[src/rtl/button_event_pkg.sv]
// button_event_pkg
//   Shared definitions for the button event block.
//   - btn_state_t : per-lane event FSM state (IDLE, PRESSED, REPEATING)
//   - CNT_W       : width of the per-lane hold/repeat counter
package button_event_pkg;

  localparam int CNT_W = 32;

  typedef enum logic [1:0] {
    IDLE      = 2'd0,
    PRESSED   = 2'd1,
    REPEATING = 2'd2
  } btn_state_t;

endpackage : button_event_pkg

[src/rtl/button_event_lane.sv]
// button_event_lane
//   One button lane: registers the debounced level once, then runs the
//   press / hold / auto-repeat FSM on the registered copy. Every output is a
//   flop, so consumers see clean one-cycle strobes.
//
// Ports
//   clk           : clock, rising edge
//   rst           : synchronous active-high reset
//   btn_in        : debounced button level, 1 = pressed
//   press_pulse   : one-cycle strobe on press
//   release_pulse : one-cycle strobe on release
//   hold_pulse    : one-cycle strobe after HOLD_COUNT cycles held
//   repeat_pulse  : one-cycle strobe every REPEAT_COUNT cycles after hold
//   btn_held      : level, high while in the REPEATING state
module button_event_lane
  import button_event_pkg::*;
#(
  parameter logic [CNT_W-1:0] HOLD_COUNT   = 32'd50_000_000,
  parameter logic [CNT_W-1:0] REPEAT_COUNT = 32'd10_000_000
) (
  input  logic clk,
  input  logic rst,
  input  logic btn_in,
  output logic press_pulse,
  output logic release_pulse,
  output logic hold_pulse,
  output logic repeat_pulse,
  output logic btn_held
);

  // Terminal counts. The counter restarts from 0 on entry to PRESSED and on
  // every hold/repeat event, so it reaches at most the larger terminal value
  // and never wraps.
  localparam logic [CNT_W-1:0] HOLD_LAST   = HOLD_COUNT - 32'd1;
  localparam logic [CNT_W-1:0] REPEAT_LAST = REPEAT_COUNT - 32'd1;
  localparam bit               REPEAT_EN   = (REPEAT_COUNT != 32'd0);

  logic             btn_q;
  logic [CNT_W-1:0] cnt;
  btn_state_t       state;

  always_ff @(posedge clk) begin
    if (rst) begin
      btn_q         <= 1'b0;
      cnt           <= '0;
      state         <= IDLE;
      press_pulse   <= 1'b0;
      release_pulse <= 1'b0;
      hold_pulse    <= 1'b0;
      repeat_pulse  <= 1'b0;
      btn_held      <= 1'b0;
    end else begin
      btn_q <= btn_in;

      // Strobes default low; each branch raises at most one for a cycle.
      press_pulse   <= 1'b0;
      release_pulse <= 1'b0;
      hold_pulse    <= 1'b0;
      repeat_pulse  <= 1'b0;

      case (state)
        IDLE: begin
          btn_held <= 1'b0;
          if (btn_q) begin
            press_pulse <= 1'b1;
            cnt         <= '0;
            state       <= PRESSED;
          end
        end

        PRESSED: begin
          // Release is checked first so it wins over a coincident hold.
          if (!btn_q) begin
            release_pulse <= 1'b1;
            state         <= IDLE;
          end else if (cnt == HOLD_LAST) begin
            hold_pulse <= 1'b1;
            btn_held   <= 1'b1;
            cnt        <= '0;
            state      <= REPEATING;
          end else begin
            cnt <= cnt + 32'd1;
          end
        end

        REPEATING: begin
          if (!btn_q) begin
            release_pulse <= 1'b1;
            btn_held      <= 1'b0;
            state         <= IDLE;
          end else if (REPEAT_EN) begin
            if (cnt == REPEAT_LAST) begin
              repeat_pulse <= 1'b1;
              cnt          <= '0;
            end else begin
              cnt <= cnt + 32'd1;
            end
          end
          // With repeat disabled the counter simply holds.
        end

        default: begin
          // Unreachable encoding: recover quietly to IDLE.
          btn_held <= 1'b0;
          cnt      <= '0;
          state    <= IDLE;
        end
      endcase
    end
  end

endmodule : button_event_lane

[src/rtl/button_event.sv]
// button_event
//   Turns debounced button levels into one-cycle UI events (press, release,
//   long-press hold, auto-repeat). One fully independent lane per input bit.
//
// Ports
//   clk           : clock, rising edge
//   rst           : synchronous active-high reset
//   btn_in        : [DATA_WIDTH] debounced button levels, 1 = pressed
//   press_pulse   : [DATA_WIDTH] one-cycle press strobes
//   release_pulse : [DATA_WIDTH] one-cycle release strobes
//   hold_pulse    : [DATA_WIDTH] one-cycle hold strobes
//   repeat_pulse  : [DATA_WIDTH] one-cycle auto-repeat strobes
//   btn_held      : [DATA_WIDTH] high from hold event until release
module button_event
  import button_event_pkg::*;
#(
  parameter int               DATA_WIDTH   = 1,
  parameter logic [CNT_W-1:0] HOLD_COUNT   = 32'd50_000_000,
  parameter logic [CNT_W-1:0] REPEAT_COUNT = 32'd10_000_000
) (
  input  logic                  clk,
  input  logic                  rst,
  input  logic [DATA_WIDTH-1:0] btn_in,
  output logic [DATA_WIDTH-1:0] press_pulse,
  output logic [DATA_WIDTH-1:0] release_pulse,
  output logic [DATA_WIDTH-1:0] hold_pulse,
  output logic [DATA_WIDTH-1:0] repeat_pulse,
  output logic [DATA_WIDTH-1:0] btn_held
);

  genvar gi;
  generate
    for (gi = 0; gi < DATA_WIDTH; gi++) begin : lane_g
      button_event_lane #(
        .HOLD_COUNT   (HOLD_COUNT),
        .REPEAT_COUNT (REPEAT_COUNT)
      ) u_lane (
        .clk           (clk),
        .rst           (rst),
        .btn_in        (btn_in[gi]),
        .press_pulse   (press_pulse[gi]),
        .release_pulse (release_pulse[gi]),
        .hold_pulse    (hold_pulse[gi]),
        .repeat_pulse  (repeat_pulse[gi]),
        .btn_held      (btn_held[gi])
      );
    end
  endgenerate

endmodule : button_event

[config.mk]
export PLATFORM = sky130hd
export DESIGN_NAME = button_event
export DESIGN_NICKNAME = d
export VERILOG_FILES = /design/src/rtl/button_event_pkg.sv /design/src/rtl/button_event_lane.sv /design/src/rtl/button_event.sv
export SDC_FILE = /design/constraint.sdc
export NUM_CORES = 1
export LEC_CHECK = 0
export ABC_CLOCK_PERIOD_IN_PS = 2600
export BUFFER_PORTS_ARGS = -buffer_cell sky130_fd_sc_hd__buf_2
export CAP_MARGIN = 30
export CORE_ASPECT_RATIO = 0.9
export CORE_MARGIN = 2
export CORE_UTILIZATION = 60
export DETAILED_ROUTE_END_ITERATION = 8
export PLACE_DENSITY_LB_ADDON = 0.25
export SETUP_SLACK_MARGIN = 0.02
export SLEW_MARGIN = 15
export SYNTH_ARGS = -nofsm -noshare
export SYNTH_HDL_FRONTEND = slang
export SYNTH_HIERARCHICAL = 1
export SYNTH_SLANG_ARGS = --single-unit
[constraint.sdc]
create_clock -name clk -period 2.6 [get_ports clk]
set_input_delay 0.13 -clock clk [delete_from_list [all_inputs] [get_ports clk]]
set_output_delay 0.13 -clock clk [all_outputs]
set_load 0.1 [all_outputs]
==> flow_summary.ini <==
[outcome]
outcome = complete, no violations

[placement]
dp.cells = 280
port_buffers = 7
dp_hpwl_um = 3020
place_congestion = 0.8283

[worst_setup_path]
crit_type = flip-flop to flip-flop
cpMaxStageDelayCell = or4b_4
critPathBufInv = 2
crit_required_ns = 2.78
critPathLaunchType = flip-flop
critPathCaptureType = flip-flop
critPathMaxFanout = 10
crit_arrival_ns = 2.43
crit_path_cell_trace = inv_1, ha_1, or4b_4, a2111oi_4, buf_4, nand4_1, xor2_1, a21oi_2
slowest_delay_ns = 0.57
crit_family = simple AND/OR/NAND/NOR gates

[clock_network]
clockRootBuffer = clkbuf_8
cts_made_buffers = 5
cts_setup_buffers = 0
cts.repair.resized = 0
cts_tree = built
clk_pin_slew_worst_paths_ns = 0.08
h-tree-depth = 2
clock-sinks = 40
clk_latency_ns = 0.29
hold_buffers = 0
clock_path_buffers = 2

[global_routing]
grt-ovfl-total = 0
grt_pass1_wl_um = 7507
grt_pass1_vias = 1541
use_met1 = 0.3819
met3_usage = 0.07985
antenna_found_initial = 0
track_usage = 0.2604
grt_most_used_layer = met1
met2_usage = 0.3703
grt_max_degree = 33

[floorplanning]
pin_count = 8
core-area_mm2 = 0.003328
start_util = 0.6143
chipHeight_um = 59.38
dieWidth_um = 65.53
rows = 20
fp.dieArea_mm2 = 0.003891

[timing]
finalClockSkew_ns = 0.004953
grt_setup_unrepaired = no
tightest_slew_ns = 0.5605
min_period_ns = 2.254
fin_tns_setup_ns = 0
slew_violations = 0
hold-worst-slack_ns = 0.04834
min_period_over_period = 0.8671
max_freq_mhz = 443.6
hold_viol = 0
setup_viol = 0
relSlewSlack = 0.6229

[yosys]
syn_avg_cell_area_um2 = 8.775
async_flop_share = 0
ys_ff_latch = 40
syn-cell-area_mm2 = 0.002044
synthFlopType = dfxtp_1
yosysWarningCount = 6
synth_edf_count = 0
synth_cell_type_count = 44
ys_seq_area_frac = 0.3917
synth_nets = 240
syn_inst = 233

[cells_and_area]
nets = 250
n_antenna_cell = 0
final_common_cell = dfxtp_1
layoutNonFillerInstCount = 288
layout_common_cells = dfxtp_1 (40), xor2_1 (26), a21oi_1 (22)
seqCellArea_um2 = 800.8
layout-drive-gt1-share = 0.1475
nFillCells = 274
area_growth_pct = 9.241
multi_input_area_mm2 = 0.001166

[detailed_routing]
routed-via-count = 1740
route.detailed.drc = 0
drt_pass1_iterations = 5
post_drt_wl_per_cell_um = 15.22
routed_wl_um = 4384
antenna_left = 0
drt_iter0_drc = 122
routed_via_density = 6.042

[job]
drv_cap = 0

[pwr]
power_density_mw_per_mm2 = 535.7
vdd_drop_max_uv = 372.3
power.leakage_uw = 0.0008086

[min_path]
min_path_type = primary input to flip-flop
state kept, by name, summed over array words and instances, names as in the netlist:
register and flops:
lane_g.u_lane/btn_held 1, lane_g.u_lane/cnt 32, lane_g.u_lane/release_pulse 1, lane_g.u_lane/press_pulse 1, lane_g.u_lane/hold_pulse 1, lane_g.u_lane/state 2
lane_g.u_lane/repeat_pulse 1, lane_g.u_lane/btn_q 1
path summary, 6_finish.rpt:
path                        startpoint                        end  slack, ns  cells after the start
min reg2reg  lane_g[0].u_lane/btn_held  lane_g[0].u_lane/btn_held       0.51                      2
max          lane_g[0].u_lane/state[0]   lane_g[0].u_lane/cnt[16]       0.35                      8
max reg2reg  lane_g[0].u_lane/state[0]   lane_g[0].u_lane/cnt[16]       0.35                      8
min                             btn_in     lane_g[0].u_lane/btn_q       0.05                      2
through the flow:
stage	area (um^2)	util	worst slack [ns]	total power [uW]
3_3_place_gp	2143	0.6440	0.3922	778.4
2_1_floorplan	2044	-	0.3755	754.8
5_1_grt	2233	0.6711	0.1833	1253
3_5_place_dp	2143	0.6440	0.3830	784.1
6_report	2233	0.6711	0.3455	1196
4_1_cts	2233	0.6711	0.3696	1207
where the power goes:
part	internal, uW	leakage (uW)	switching (uW)
clock network	216	0.0000455	208
registers	623	0.000323	9.94
logic	44.0	0.000440	94.6
total	884	0.000809	313
logic make-up after synthesis:
logic type	after synthesis	share of synthesized area
AO/OA/AOI/OAI	47	0.1555
XOR/XNOR	27	0.1157
adder cells (fa/ha/maj)	4	0.02448
buffers and inverters	18	0.03794
flip-flops	40	0.3917
multiplexers	2	0.009792
AND/OR/NAND/NOR	95	0.2650
synthesized netlist by cell type (2+ instances only):
cell | instances | share of area
dfxtp_1 | 40 | 0.39
xor2_1 | 26 | 0.11
a21oi_1 | 22 | 0.054
nand2_1 | 21 | 0.039
nand3_1 | 13 | 0.032
nand4_1 | 13 | 0.040
nor2_1 | 10 | 0.018
clkbuf_1 | 8 | 0.015
a21oi_2 | 7 | 0.030
and3_1 | 7 | 0.021
a22oi_1 | 6 | 0.022
or3_1 | 6 | 0.018
inv_1 | 5 | 0.0092
o21ai_0 | 5 | 0.012
ha_1 | 4 | 0.024
nor3_1 | 4 | 0.0098
nor4_1 | 3 | 0.0092
and4b_1 | 2 | 0.0098
buf_1 | 2 | 0.0037
mux2i_1 | 2 | 0.0098
nand4b_1 | 2 | 0.0086
nor2b_1 | 2 | 0.0061
nor3_2 | 2 | 0.0098
metal layers:
layer	up-vias	share of wire
met4	0	0.011
met3	5	0.054
met2	53	0.45
met5	-	0
li1	860	-
met1	822	0.48
cell type report:
type | count | area share
Timing Repair Buffer | 16 | 0.04594
Clock buffer | 8 | 0.04034
Multi-Input combinational cell | 175 | 0.5221
Inverter | 5 | 0.008403
Sequential cell | 40 | 0.3585
Tap cell | 44 | 0.02465
Power figures use the tool's default switching activity.
